<file path="src/rtl/wbuart_pkg.sv">
// Shared definitions for the UART transmit scheduler: register map, status
// and control bit positions, FSM state encoding and CR/address helpers.
package wbuart_pkg;

  // Register word indices relative to the UART base address
  localparam logic [1:0] UART_SR   = 2'd0;
  localparam logic [1:0] UART_CR   = 2'd1;
  localparam logic [1:0] UART_RXDR = 2'd2;
  localparam logic [1:0] UART_TXDR = 2'd3;

  // UART_SR bit positions
  localparam int SR_RXNE = 0;
  localparam int SR_TXE  = 1;
  localparam int SR_RXOE = 2;
  localparam int SR_FE   = 3;
  localparam int SR_PE   = 4;

  // UART_CR field positions
  localparam int CR_EN         = 0;
  localparam int CR_P_LSB      = 1;
  localparam int CR_S          = 3;
  localparam int CR_DS         = 4;
  localparam int CR_CLKDIV_LSB = 16;

  typedef enum logic [2:0] {
    ST_CFG_REQ,
    ST_CFG_ACK,
    ST_IDLE,
    ST_POLL_REQ,
    ST_POLL_ACK,
    ST_WR_REQ,
    ST_WR_ACK
  } state_e;

  // Byte address of a UART register given its word index
  function automatic logic [31:0] reg_addr(input logic [31:0] base, input logic [1:0] idx);
    return base + {28'b0, idx, 2'b00};
  endfunction

  // Control word written once after reset; bit 0 enables the UART
  function automatic logic [31:0] cr_word(input logic [15:0] clk_div, input logic ds,
                                          input logic s, input logic [1:0] p);
    logic [31:0] w;
    w                      = '0;
    w[CR_CLKDIV_LSB +: 16] = clk_div;
    w[CR_DS]               = ds;
    w[CR_S]                = s;
    w[CR_P_LSB +: 2]       = p;
    w[CR_EN]               = 1'b1;
    return w;
  endfunction

endpackage

</file>
<file path="src/rtl/wbuart_tx_scheduler_rr_arbiter.sv">
// Round-robin priority search: grants the first requesting bit at or above
// ptr, wrapping past the top. Purely combinational.
module rr_arbiter #(
  parameter int NUM_REQ = 4
) (
  input  logic [NUM_REQ-1:0]         req,
  input  logic [$clog2(NUM_REQ)-1:0] ptr,
  output logic [NUM_REQ-1:0]         grant,
  output logic [$clog2(NUM_REQ)-1:0] grant_idx,
  output logic                       grant_vld
);

  localparam int PTR_W = $clog2(NUM_REQ);

  logic [PTR_W-1:0] cand;

  // Walk candidates starting at ptr; the first valid one wins
  always_comb begin
    grant     = '0;
    grant_idx = '0;
    grant_vld = 1'b0;
    cand      = '0;
    for (int i = 0; i < NUM_REQ; i++) begin
      cand = PTR_W'((int'(ptr) + i) % NUM_REQ);
      if (!grant_vld && req[cand]) begin
        grant_vld   = 1'b1;
        grant[cand] = 1'b1;
        grant_idx   = cand;
      end
    end
  end

endmodule

</file>
<file path="src/rtl/wbuart_tx_scheduler.sv">
// Wishbone pipelined master: configures the UART once after reset, then
// serves byte requesters round-robin, polling TXE before each TXDR write.
module wbuart_tx_scheduler
  import wbuart_pkg::*;
#(
  parameter int          NUM_REQ   = 4,
  parameter logic [31:0] BASE_ADDR = 32'h0000_0000,
  parameter logic [15:0] CLK_DIV   = 16'd868,
  parameter logic        CFG_DS    = 1'b0,
  parameter logic        CFG_S     = 1'b0,
  parameter logic [1:0]  CFG_P     = 2'b00
) (
  input  logic                 clk_i,
  input  logic                 rst_i,
  input  logic [NUM_REQ-1:0]   req_valid_i,
  input  logic [8*NUM_REQ-1:0] req_data_i,
  output logic [NUM_REQ-1:0]   req_ready_o,
  output logic                 busy_o,
  output logic                 cfg_done_o,
  output logic [31:0]          wb_adr_o,
  output logic [31:0]          wb_dat_o,
  input  logic [31:0]          wb_dat_i,
  output logic                 wb_we_o,
  output logic [3:0]           wb_sel_o,
  output logic                 wb_stb_o,
  input  logic                 wb_ack_i,
  output logic                 wb_cyc_o,
  input  logic                 wb_stall_i
);

  localparam int          PTR_W   = $clog2(NUM_REQ);
  localparam logic [31:0] CR_DATA = cr_word(CLK_DIV, CFG_DS, CFG_S, CFG_P);

  state_e             state;
  logic [PTR_W-1:0]   rr_ptr;
  logic [7:0]         byte_q;
  logic [NUM_REQ-1:0] arb_grant;
  logic [PTR_W-1:0]   arb_idx;
  logic               arb_vld;
  logic [7:0]         byte_sel;
  logic               unused_dat;

  rr_arbiter #(.NUM_REQ(NUM_REQ)) u_arb (
    .req       (req_valid_i),
    .ptr       (rr_ptr),
    .grant     (arb_grant),
    .grant_idx (arb_idx),
    .grant_vld (arb_vld)
  );

  // Select the granted requester's byte with a one-hot OR mux
  always_comb begin
    byte_sel = '0;
    for (int i = 0; i < NUM_REQ; i++) begin
      if (arb_grant[i]) byte_sel = byte_sel | req_data_i[8*i +: 8];
    end
  end

  // Accept pulse is only meaningful in the grant cycle
  assign req_ready_o = (state == ST_IDLE) ? arb_grant : '0;
  assign busy_o      = (state != ST_IDLE);
  assign wb_sel_o    = 4'hF;
  // Only TXE matters; reading SR clears the error flags, which is accepted
  assign unused_dat  = ^{wb_dat_i[31:SR_TXE+1], wb_dat_i[SR_TXE-1:0]};

  // Bus sequencer: each *_REQ state raises stb, holds it through stall,
  // then the matching *_ACK state waits for ack and drops cyc.
  always_ff @(posedge clk_i or posedge rst_i) begin
    if (rst_i) begin
      state      <= ST_CFG_REQ;
      wb_cyc_o   <= 1'b0;
      wb_stb_o   <= 1'b0;
      wb_we_o    <= 1'b0;
      wb_adr_o   <= '0;
      wb_dat_o   <= '0;
      cfg_done_o <= 1'b0;
      rr_ptr     <= '0;
      byte_q     <= '0;
    end else begin
      case (state)
        ST_CFG_REQ: begin
          if (!wb_stb_o) begin
            wb_cyc_o <= 1'b1;
            wb_stb_o <= 1'b1;
            wb_we_o  <= 1'b1;
            wb_adr_o <= reg_addr(BASE_ADDR, UART_CR);
            wb_dat_o <= CR_DATA;
          end else if (!wb_stall_i) begin
            wb_stb_o <= 1'b0;
            state    <= ST_CFG_ACK;
          end
        end
        ST_CFG_ACK: begin
          if (wb_ack_i) begin
            wb_cyc_o   <= 1'b0;
            wb_we_o    <= 1'b0;
            cfg_done_o <= 1'b1;
            state      <= ST_IDLE;
          end
        end
        ST_IDLE: begin
          if (arb_vld) begin
            byte_q <= byte_sel;
            rr_ptr <= (arb_idx == PTR_W'(NUM_REQ - 1)) ? '0 : arb_idx + 1'b1;
            state  <= ST_POLL_REQ;
          end
        end
        ST_POLL_REQ: begin
          if (!wb_stb_o) begin
            wb_cyc_o <= 1'b1;
            wb_stb_o <= 1'b1;
            wb_we_o  <= 1'b0;
            wb_adr_o <= reg_addr(BASE_ADDR, UART_SR);
            wb_dat_o <= '0;
          end else if (!wb_stall_i) begin
            wb_stb_o <= 1'b0;
            state    <= ST_POLL_ACK;
          end
        end
        ST_POLL_ACK: begin
          if (wb_ack_i) begin
            wb_cyc_o <= 1'b0;
            state    <= wb_dat_i[SR_TXE] ? ST_WR_REQ : ST_POLL_REQ;
          end
        end
        ST_WR_REQ: begin
          if (!wb_stb_o) begin
            wb_cyc_o <= 1'b1;
            wb_stb_o <= 1'b1;
            wb_we_o  <= 1'b1;
            wb_adr_o <= reg_addr(BASE_ADDR, UART_TXDR);
            wb_dat_o <= {24'b0, byte_q};
          end else if (!wb_stall_i) begin
            wb_stb_o <= 1'b0;
            state    <= ST_WR_ACK;
          end
        end
        ST_WR_ACK: begin
          if (wb_ack_i) begin
            wb_cyc_o <= 1'b0;
            wb_we_o  <= 1'b0;
            state    <= ST_IDLE;
          end
        end
        default: state <= ST_CFG_REQ;
      endcase
    end
  end

endmodule

</file>
<file path="config.mk">
export PLATFORM = sky130hd
export DESIGN_NAME = wbuart_tx_scheduler
export DESIGN_NICKNAME = d
export VERILOG_FILES = /design/src/rtl/wbuart_pkg.sv /design/src/rtl/wbuart_tx_scheduler_rr_arbiter.sv /design/src/rtl/wbuart_tx_scheduler.sv
export SDC_FILE = /design/constraint.sdc
export NUM_CORES = 1
export LEC_CHECK = 0
export ABC_CLOCK_PERIOD_IN_PS = 8300
export BUFFER_PORTS_ARGS = -buffer_cell sky130_fd_sc_hd__clkbuf_2
export CAP_MARGIN = 30
export CORE_ASPECT_RATIO = 0.9
export CORE_MARGIN = 2
export CORE_UTILIZATION = 50
export CTS_BUF_LIST = sky130_fd_sc_hd__clkbuf_4
export DETAILED_ROUTE_END_ITERATION = 8
export GPL_TIMING_DRIVEN = 0
export MAX_ROUTING_LAYER = met4
export PLACE_DENSITY = 0.89
export SLEW_MARGIN = 10
export SYNTH_ARGS = -nofsm -noshare
export SYNTH_HDL_FRONTEND = slang
export SYNTH_SLANG_ARGS = --single-unit
</file>
<file path="constraint.sdc">
create_clock -name clk_i -period 8.3 [get_ports clk_i]
set_clock_uncertainty 0.05 [all_clocks]
set_input_delay 0.83 -clock clk_i [delete_from_list [all_inputs] [get_ports clk_i]]
set_output_delay 0.83 -clock clk_i [all_outputs]
set_load 0.02 [all_outputs]
</file>
==> flow_summary.ini <==
[routing]
ant_nets = 0
drt_iter0_drc = 187
drt_first_pass_iters = 4
drc_errors = 0
vias_per_cell = 5.21
wl_per_cell_um = 12.9
wirelength_um = 6640
num_vias = 2679

[worst_setup_path]
crit_path_end_kind = primary output
worst-path-max-fanout = 10
max_stage_delay_ns = 0.54
arrival_ns = 3.78
path_class = reg2out
crit_path_top_delay_cell = a21oi_1
worstPathCellList = buf_6 -> clkbuf_1 -> inv_1 -> ha_1 -> buf_4 -> mux4_2 -> clkbuf_1 -> nand3b_1 -> a21oi_1 -> a21o_1 -> and2_1 -> clkbuf_2
path_common_cell = clkbuf_1
cp-start-kind = flip-flop
cp.required_ns = 7.42

[clocking]
cts_setup_buffers = 0
clk_latency_ns = 0.34
cts_max_path_buffers = 2
holdBufCountCts = 0
tritoncts = yes
clkSinkCount = 28
cts_buffers = 3
htreeDepth = 1
cts_root_buf = clkbuf_4
clk_pin_slew_ns = 0.16
cts_resized = 0

[global_route]
grt_pass1_vias = 2362
grt_max_degree = 20
grt_pass1_wl_um = 10400
grt_usage_pct = 22.7
grt_overflow = 0
antenna_found_initial = 0

[floorplan]
ios = 149
start_util_pct = 51.4
row_count = 25
die_x_um = 81.0
dieArea_sq_mm = 0.00594
die_h_um = 73.3
coreArea_sq_mm = 0.00519

[logic_synthesis]
synthesis.area_sq_mm = 0.00267
synth_cell_types = 47
syn_area_per_cell_sq_um = 8.17
synth_compound_area_share_pct = 27.2
synth_ff_type = dfrtp_1
synth_seq_cells = 28
yosysSeqAreaShare_pct = 26.2
synth_top_family_by_area = compound AO/OA/AOI/OAI gates
ys_async_sr_fraction_pct = 100
synth_xor_area_share_pct = 0.328
synth_simple_gate_area_share_pct = 17.7
synth_mux_area_share_pct = 4.87
synth_edf_count = 0
yosysWarnings = 0
synth_cells = 327
synthAdderAreaFrac_pct = 2.81

[sta]
max_clock_freq_ghz = 0.215
setup_viol = 0
rsz0062_at_grt = no
fin_setup_tns_ns = 0
finalHoldViolations = 0
slew_headroom_pct = 55.8
setup_slack_ns = 3.64
tightest_slew_ns = 0.664
fin_crit_sh_pct = 56.1
slew_violations = 0
layout_min_cycle_time_ns = 4.66

[finish]
mostFrequentLayoutCells = 64 x clkbuf_2, 59 x buf_4, 53 x conb_1, 38 x a21oi_1, 28 x dfrtp_1
fin_area_sq_mm = 0.00335
stdcell_count = 514
diodes = 0
final_net_count = 526
fin_util_pct = 64.4
drive_above_1_share_pct = 31.5
area_growth_pct = 25.3
mostFrequentLayoutCell = clkbuf_2

[place]
dp_hpwl_um = 5390
post-place-cells = 510
port_buffers = 64
pre_cts_slack_ns = 4.10
placed_area_sq_mm = 0.00329
place_congestion = 0.922

[hold_path]
hp-class = in2async

[power_and_ir_drop]
peakVddDrop_mv = 0.238
leakagePower_uw = 0.00171
power_density_mw_per_mm2 = 372

[run_status]
status = complete, no violations

[flow_run]
maxCapViolCount = 0
==> per-stage QoR <==
stage | hold WS (ns) | power (uW)
3_5_place_dp | 0.406 | 1140
6_report | 0.408 | 1240
3_3_place_gp | 0.389 | 1110
5_1_grt | 0.443 | 1350
4_1_cts | 0.429 | 1230
2_1_floorplan | 0.445 | 932
==> cells by family after synthesis <==
family          Yosys count
simple gates             90
xor+xnor                  1
flops                    28
compound gates          109
fa+ha+maj                 6
mux                       9
buf+inv                  82
other cells               2
==> cells in the mapped netlist, types with 2 or more instances <==
cell	instances	area, sq um
mux2i_1	4	40.0
clkbuf_1	11	41.3
nor2b_1	18	113
buf_6	2	22.5
a21oi_1	38	190
o21ai_0	21	105
o221ai_1	3	26.3
nor3_1	3	15.0
mux4_2	3	67.6
buf_1	2	7.51
a221oi_1	6	52.6
buf_4	59	443
a211oi_1	3	22.5
o31ai_1	3	22.5
nand2_1	24	90.1
inv_1	6	22.5
nor2_1	22	82.6
nand3b_1	5	37.5
ha_1	6	75.1
mux2_2	2	22.5
a221o_1	5	50.1
a21o_1	6	45.0
a31oi_1	2	12.5
dfrtp_1	28	701
conb_1	2	7.51
o22ai_1	2	12.5
nand2b_1	8	50.1
and2_1	3	18.8
o21a_1	2	15.0
a22o_1	9	78.8
o2bb2ai_1	3	26.3
==> sequential cells by signal (all words and copies together) (netlist names), named ones only <==
name / count
wb_dat_o: 9
cfg_done_o: 1
wb_we_o: 1
rr_ptr: 1
byte_q: 8
state: 3
wb_cyc_o: 1
wb_adr_o: 2
wb_stb_o: 1
==> layer usage <==
metal | global-route usage, % | wire length, um
met5 | - | 0
met4 | 4.52 | 113
met3 | 3.93 | 622
met2 | 38.0 | 3220
met1 | 29.0 | 2690
==> area by class of cell <==
cell class                 instances  area [sq um]
buffer                            75           519
inverter                           7          31.3
clock inverter                     1          30.0
tap                               67          83.8
multi-input combinational        268          1610
clock buffer                       3          22.5
timing repair buffer              65           348
sequential                        28           701
fill                             459          1850
==> where the power goes <==
group          switching (uW)  leakage, uW  internal [uW]
clock                    40.7    0.0000279           48.9
combinational             543      0.00135            356
sequential               55.4     0.000332            200
==> final timing paths <==
path / start / endpoint / slack (ns) / cells past startpoint
min in group clk_i: cfg_done_o$_DFFE_PP0P_ / cfg_done_o$_DFFE_PP0P_ / 0.44 / 1
min reg2reg: cfg_done_o$_DFFE_PP0P_ / cfg_done_o$_DFFE_PP0P_ / 0.44 / 1
min: rst_i / wb_stb_o$_DFFE_PP0N_ / 0.41 / 2
max in group asynchronous: rst_i / wb_dat_o[5]$_DFFE_PP0P_ / 7.33 / 3
max: flip-flop / req_ready_o[0] / 3.64 / 12
max reg2reg: flip-flop / byte_q[4]$_DFFE_PP0P_ / 4.65 / 12
==> worst max-delay path, delay by kind of cell (launching register included) <==
kind	cells	cell delay [ns]
fa+ha+maj	1	0.33
compound gates	2	0.71
simple gates	2	0.35
flops	1	0.45
buf+inv	6	1.29
mux	1	0.30
No activity file was read; power rests on OpenSTA's default activity.
